File: src/rtl/gate_truth_sequencer.sv
// gate_truth_sequencer: walks a 2-input gate through its four input
// vectors (00,01,10,11), holds each for SETTLE cycles, then checks the
// gate output z against the selected truth table and counts mismatches.
// Optional first-failure capture is built when GATE_SEQ_FAIL_CAPTURE_EN is defined.
module gate_truth_sequencer #(
    parameter int SETTLE = 7
) (
    input  logic       clk,
    input  logic       rst,
    input  logic       start,
    input  logic [2:0] gate_sel,
    input  logic       z,
    output logic       x,
    output logic       y,
    output logic [1:0] vec_idx,
    output logic       busy,
    output logic       done,
    output logic       pass,
    output logic [2:0] err_count,
    output logic       sample_valid
`ifdef GATE_SEQ_FAIL_CAPTURE_EN
    ,
    output logic       fail_valid,
    output logic [1:0] fail_vec
`endif
);

    localparam logic [7:0] SETTLE_L = 8'(SETTLE);

    typedef enum logic [2:0] {
        S_IDLE,
        S_APPLY,
        S_SETTLE,
        S_CHECK,
        S_DONE
    } state_t;

    state_t     state_q, state_d;
    logic [2:0] sel_q, sel_d;
    logic [1:0] vec_q, vec_d;
    logic       x_q, x_d;
    logic       y_q, y_d;
    logic [7:0] cnt_q, cnt_d;
    logic [2:0] err_q, err_d;
    logic       expect_z;
    logic       mismatch;
    logic [1:0] vec_inc;

`ifdef GATE_SEQ_FAIL_CAPTURE_EN
    logic       fvld_q, fvld_d;
    logic [1:0] fvec_q, fvec_d;
`endif

    // Truth table of the latched gate function for the current stimulus
    always_comb begin
        expect_z = 1'b0;
        case (sel_q)
            3'd0:    expect_z = x_q & y_q;
            3'd1:    expect_z = x_q | y_q;
            3'd2:    expect_z = ~(x_q & y_q);
            3'd3:    expect_z = ~(x_q | y_q);
            3'd4:    expect_z = x_q ^ y_q;
            3'd5:    expect_z = ~(x_q ^ y_q);
            3'd6:    expect_z = x_q;
            default: expect_z = ~x_q;
        endcase
    end

    assign mismatch = (z != expect_z);
    assign vec_inc  = vec_q + 2'd1;

    // Next-state logic; stimulus is loaded on the edge entering APPLY so the
    // gate sees it for the whole APPLY + SETTLE window before CHECK
    always_comb begin
        state_d = state_q;
        sel_d   = sel_q;
        vec_d   = vec_q;
        x_d     = x_q;
        y_d     = y_q;
        cnt_d   = cnt_q;
        err_d   = err_q;
`ifdef GATE_SEQ_FAIL_CAPTURE_EN
        fvld_d  = fvld_q;
        fvec_d  = fvec_q;
`endif
        case (state_q)
            S_IDLE, S_DONE: begin
                if (start) begin
                    sel_d   = gate_sel;
                    err_d   = 3'd0;
                    vec_d   = 2'd0;
                    x_d     = 1'b0;
                    y_d     = 1'b0;
`ifdef GATE_SEQ_FAIL_CAPTURE_EN
                    fvld_d  = 1'b0;
                    fvec_d  = 2'd0;
`endif
                    state_d = S_APPLY;
                end
            end
            S_APPLY: begin
                cnt_d   = SETTLE_L;
                state_d = S_SETTLE;
            end
            S_SETTLE: begin
                if (cnt_q <= 8'd1) state_d = S_CHECK;
                else               cnt_d   = cnt_q - 8'd1;
            end
            S_CHECK: begin
                if (mismatch) begin
                    if (err_q != 3'd4) err_d = err_q + 3'd1;
`ifdef GATE_SEQ_FAIL_CAPTURE_EN
                    if (!fvld_q) begin
                        fvld_d = 1'b1;
                        fvec_d = vec_q;
                    end
`endif
                end
                if (vec_q == 2'd3) begin
                    state_d = S_DONE;
                end else begin
                    vec_d   = vec_inc;
                    x_d     = vec_inc[1];
                    y_d     = vec_inc[0];
                    state_d = S_APPLY;
                end
            end
            default: state_d = S_IDLE;
        endcase
    end

    // State registers with synchronous reset (reset wins over start)
    always_ff @(posedge clk) begin
        if (rst) begin
            state_q <= S_IDLE;
            sel_q   <= 3'd0;
            vec_q   <= 2'd0;
            x_q     <= 1'b0;
            y_q     <= 1'b0;
            cnt_q   <= 8'd0;
            err_q   <= 3'd0;
`ifdef GATE_SEQ_FAIL_CAPTURE_EN
            fvld_q  <= 1'b0;
            fvec_q  <= 2'd0;
`endif
        end else begin
            state_q <= state_d;
            sel_q   <= sel_d;
            vec_q   <= vec_d;
            x_q     <= x_d;
            y_q     <= y_d;
            cnt_q   <= cnt_d;
            err_q   <= err_d;
`ifdef GATE_SEQ_FAIL_CAPTURE_EN
            fvld_q  <= fvld_d;
            fvec_q  <= fvec_d;
`endif
        end
    end

    assign x            = x_q;
    assign y            = y_q;
    assign vec_idx      = vec_q;
    assign err_count    = err_q;
    assign busy         = (state_q == S_APPLY) || (state_q == S_SETTLE) || (state_q == S_CHECK);
    assign done         = (state_q == S_DONE);
    assign pass         = done && (err_q == 3'd0);
    assign sample_valid = (state_q == S_CHECK);
`ifdef GATE_SEQ_FAIL_CAPTURE_EN
    assign fail_valid   = fvld_q;
    assign fail_vec     = fvec_q;
`endif

endmodule

File: config.mk
export PLATFORM = sky130hd
export DESIGN_NAME = gate_truth_sequencer
export DESIGN_NICKNAME = d
export VERILOG_FILES = /design/src/rtl/gate_truth_sequencer.sv
export SDC_FILE = /design/constraint.sdc
export NUM_CORES = 1
export LEC_CHECK = 0
export ABC_AREA = 1
export CAP_MARGIN = 20
export CORE_MARGIN = 4
export CORE_UTILIZATION = 31
export DETAILED_ROUTE_END_ITERATION = 8
export GPL_ROUTABILITY_DRIVEN = 0
export PLACE_DENSITY_LB_ADDON = 0.3
export SETUP_SLACK_MARGIN = 0.5
export SYNTH_ARGS = -nofsm -noshare
export SYNTH_HDL_FRONTEND = slang
export SYNTH_SLANG_ARGS = --single-unit
File: constraint.sdc
create_clock -name clk -period 1.7 [get_ports clk]
set_input_delay 0.34 -clock clk [delete_from_list [all_inputs] [get_ports clk]]
set_output_delay 0.34 -clock clk [all_outputs]
set_load 0.03 [all_outputs]
* Word-level counts from Yosys, hierarchy flattened
Cells that the tools add are included.
Storage, ports and cells: register bits after elaboration 21, output and inout bits 11, logic and storage cells 70, input port bits 7
Cells by class: $add $sub $neg 3, reduce and logical (&&, ||, !) cells 14, muxes and demuxes 19, magnitude comparators 1, bitwise operators 7, equal/unequal tests 19
Operators with widths (number):
- 2-to-1 mux 3 bit | 6
- case mux 8 bit (2 select lines) | 1
- == test 3 x 2 -> 1 bit, second input constant | 4
- == test 3 bit, second input constant | 4
- case mux 3 bit (4 select lines) | 1
- logical NOT 3 bit | 3
- less-or-equal comparator 8 x 1 -> 1 bit, second input constant | 1
- 2-to-1 mux 8 bit | 1
- != test 2 bit, second input constant | 4
- subtractor 8 x 1 -> 8 bit, second input constant | 1
- case mux 1 bit (7 select lines) | 1
- == test 3 x 1 -> 1 bit, second input constant | 2
- case mux 3 bit (2 select lines) | 1
- AND reduction 2 bit | 3
- 2-to-1 mux 2 bit | 2
- != test 2 x 1 -> 1 bit, second input constant | 2
- NOT 1 bit | 4
- case mux 1 bit (2 select lines) | 2
- case mux 2 bit (2 select lines) | 1
- AND reduction 4 bit | 1
- nonzero test 2 bit | 2
- adder 3 x 1 -> 3 bit, second input constant | 1
- 2-to-1 mux 1 bit | 3
- != test 3 bit, second input constant | 1
- 10 further kinds | 11

* Longest topological paths before layout
depth after elaboration 6, gate-level depth with buffers 13, mapped depth without buffers 13

* Worst setup path before layout
OpenSTA, ideal clock, no wires.
path kind reg-to-output, from register state_q[1], to output pass, arrival 1.501 ns, slack -0.141 ns, required time 1.360 ns, buffers on the path 0, cell stages (with the launch flop) 6, cell sequence dfxtp_1 nor2_1 inv_1 nor2_1 nand2_1 nor2_1
Between the ends: word-level cells in the longest chain between the ends 2
RTL lines:
- start, declared | line 38 | state_t state_q, state_d;
- start signal, assigned | line 147 | state_q <= state_d;
- == test 3 bit | line 166 | assign done = (state_q == S_DONE);
- named net done | line 17 | output logic done,
- logical AND 1 bit | line 167 | assign pass = done && (err_q == 3'd0);
- end, declared | line 18 | output logic pass,
The timed path passes the listed nets, and every way through them passes these cells.

* Worst setup path in the final report
from register state_q[1], to output pass
Between the ends: word-level cells in the longest chain between the ends 2
RTL lines (line):
- == test 3 bit | 166
- logical AND 1 bit | 167
Every way passes these cells.

==> run_results.csv <==
group,metric,value,unit
sta,fin_crit,1.54,ns
clocking,root_buffer,"clkbuf_8",
detailed_routing,wl_per_cell,12.9,um
clocking,htree_levels,1,
detailed_routing,drt_iter0_drc,63,
die,io_pins,18,
power,powerDensity,1580,nW/um^2
worst_setup_path,crit_path_end_kind,"output pin",
placement,placed_cell_area,1450,um^2
power,cellLeakagePower,0.817,nW
yosys,ys_ff_latch,19,
layout,fin_util,0.545,
worst_setup_path,cp_max_fo,3,
worst_setup_path,path_delay_family,"simple AND/OR/NAND/NOR gates",
yosys,syn_avg_cell_area,7.18,um^2
global_route,grt_pass1_vias,1158,
sta,rsz0062_at_grt,"true",
sta,worstMarginPinSlew,0.253,ns
worst_setup_path,required,1.36,ns
worst_setup_path,crit_path_cell_trace,"nor2_4 -> inv_2 -> nor2_4 -> nand2_1 -> nor2_2 -> buf_6",
layout,antenna_cells,0,
worst_setup_path,crit_top_cell,"nor2_4",
global_route,grt-ovfl-total,0,
layout,drive_above_1_share,0.565,
clocking,clkLatencyLatePin,0.26,ns
die,start_util,0.331,
clocking,cts_hold_buf,0,
detailed_routing,wl,3.26,mm
yosys,yosys.cell_types.count,23,
die,core,3470,um^2
worst_setup_path,worstPathArrival,1.20,ns
detailed_routing,routed_via_density,4.67,
job,maxCapViolCount,0,
clocking,ctsLongestPathBuffers,2,
layout,area_growth,64.7,%
clocking,clkTransAtPathRegs,0.08,ns
die,row_count,21,
sta,fmax,648,MHz
sta,drv_slew,0,
global_route,grt_max_degree,12,
detailed_routing,dr.pass1.iters,5,
detailed_routing,dr_total_vias,1182,
layout,nFillCells,320,
worst_setup_path,crit_type,"reg2out",
clocking,cts_inserted_buffers,3,
sta,slew_headroom,0.831,
power,power,2.99,mW
power,peakVddDrop,547,uV
yosys,syn_area,1150,um^2
run_status,status,"complete, no violations",
placement,dpl.hpwl,2.07,mm
sta,skew,0.00387,ns
sta,setup_violations,0,
sta,finalHoldViolations,0,
yosys,synth_nets,174,
sta,fin_tns_setup,0,ns
worst_hold_path,hp-class,"reg2reg",
layout,final_area,1890,um^2
die,fp.dieW,68.9,um
global_route,grt_pass1_wl,5.04,mm
placement,io_buffer_count,17,
detailed_routing,postRouteAntennaNets,0,
worst_setup_path,setup.worst_path.start_class,"flip-flop",
detailed_routing,drc_errors,0,
worst_setup_path,cp_slowest_cell,"dfxtp_4",
layout,fin_nets,222,
yosys,synth_cells,160,
worst_setup_path,cp_num_buf_inv,2,
sta,fin_crit_sh,0.908,
global_route,antenna_found_initial,0,
clocking,tritoncts,"done",
sta,timing.final.ws_setup,0.157,ns
yosys,synth-warning-count,0,
clocking,cts_sinks,19,
die,die_y,68.9,um
die,die_area,4740,um^2
placement,pre_cts_slack,0.111,ns
worst_setup_path,max_stage_delay,0.36,ns
global_route,grt_usage,0.140,
yosys,ys_seq_area_frac,0.331,
## worst register-to-register path: cells and delay by family (launching register included)
family                   cells  cell delay [ns]
buffers and inverters        2             0.08
adder cells (fa/ha/maj)      1             0.27
flip-flops                   1             0.38
AND/OR/NAND/NOR             10             0.71
## synthesized netlist by cell type
cell type	count	area share
nand2_1	29	0.095
dfxtp_1	19	0.33
inv_1	19	0.062
nor2_1	16	0.052
nand3_1	12	0.052
a21oi_1	10	0.044
ha_1	7	0.076
o21ai_0	7	0.030
nand2_2	6	0.033
nand3_2	6	0.052
a21oi_2	5	0.038
inv_2	4	0.013
xor2_1	4	0.030
nor2_2	3	0.016
nor3_1	3	0.013
buf_4	2	0.013
nand4_1	2	0.011
a31oi_1	1	0.0055
clkbuf_1	1	0.0033
clkinv_2	1	0.0044
nand2_4	1	0.0098
o21a_1	1	0.0065
xnor2_1	1	0.0076
## placed cells by master (no fill, tap or decap), drive strengths merged
master	instances
a21oi	15
a31oi	1
buf	39
clkbuf	3
clkdlybuf4s50	5
clkinv	2
dfxtp	19
dlygate4sd2	1
ha	7
inv	23
nand2	37
nand3	18
nand4	2
nor2	19
nor3	3
o21a	1
o21ai	7
xnor2	1
xor2	4
## area by class of cell
class,count,area [um^2],share of cell area
Clock buffer,3,41.3,0.0218
Clock inverter,1,5.00,0.00265
Inverter,24,115,0.0608
Multi-Input combinational cell,115,863,0.456
Sequential cell,19,407,0.215
Tap cell,46,57.6,0.0304
Timing Repair Buffer,45,403,0.213
## metrics by stage
stage	hold WS (ns)	std cells
detailed placement	0.473	224
global route	0.485	253
CTS	0.470	245
finish	0.476	253
global placement	0.453	224
floorplan	0.462	160
## power breakdown
group	leakage, nW	total [mW]	switching [mW]	internal (mW)
logic	0.630	1.94	1.06	0.880
clock network	0.0255	0.321	0.158	0.163
registers	0.161	0.722	0.145	0.577
total	0.817	2.99	1.37	1.62
## registers in the layout, indices dropped and copies added, names as in the netlist
name       count
cnt_q          8
err_count      3
sel_q          3
state_q        3
vec_idx        2
## cells by family after synthesis
| logic type | share of synthesized area |
|---|---|
| compound gates | 0.124 |
| xor+xnor | 0.0381 |
| fa+ha+maj | 0.0762 |
| buf+inv | 0.0958 |
| flops | 0.331 |
| simple gates | 0.334 |
## per-layer routing
| metal | GRT usage | share of wire | vias to the layer above |
|---|---|---|---|
| li1 | - | - | 608 |
| met1 | 0.164 | 0.45 | 551 |
| met2 | 0.249 | 0.50 | 19 |
| met3 | 0.0227 | 0.035 | 4 |
| met4 | 0.0633 | 0.012 | 0 |
| met5 | 0 | 0 | - |
## worst paths after layout
| path | startpoint | endpoint | slack (ns) | cells past startpoint |
|---|---|---|---|---|
| worst min register to register | err_count[0] | err_count[0] | 0.48 | 1 |
| worst max-delay path | state_q[1] | pass | 0.16 | 6 |
| worst min-delay path | err_count[0] | err_count[0] | 0.48 | 1 |
| worst max register to register | vec_idx[1] | err_count[2] | 0.18 | 13 |
## timing repair
item                                    CTS  global route
setup buffers                            16             8
gates resized for setup                  84            38
gates cloned                              1             0
endpoints found under the setup margin   29            26
pin swaps                                13            15
No activity file was read; power rests on OpenSTA's default activity.
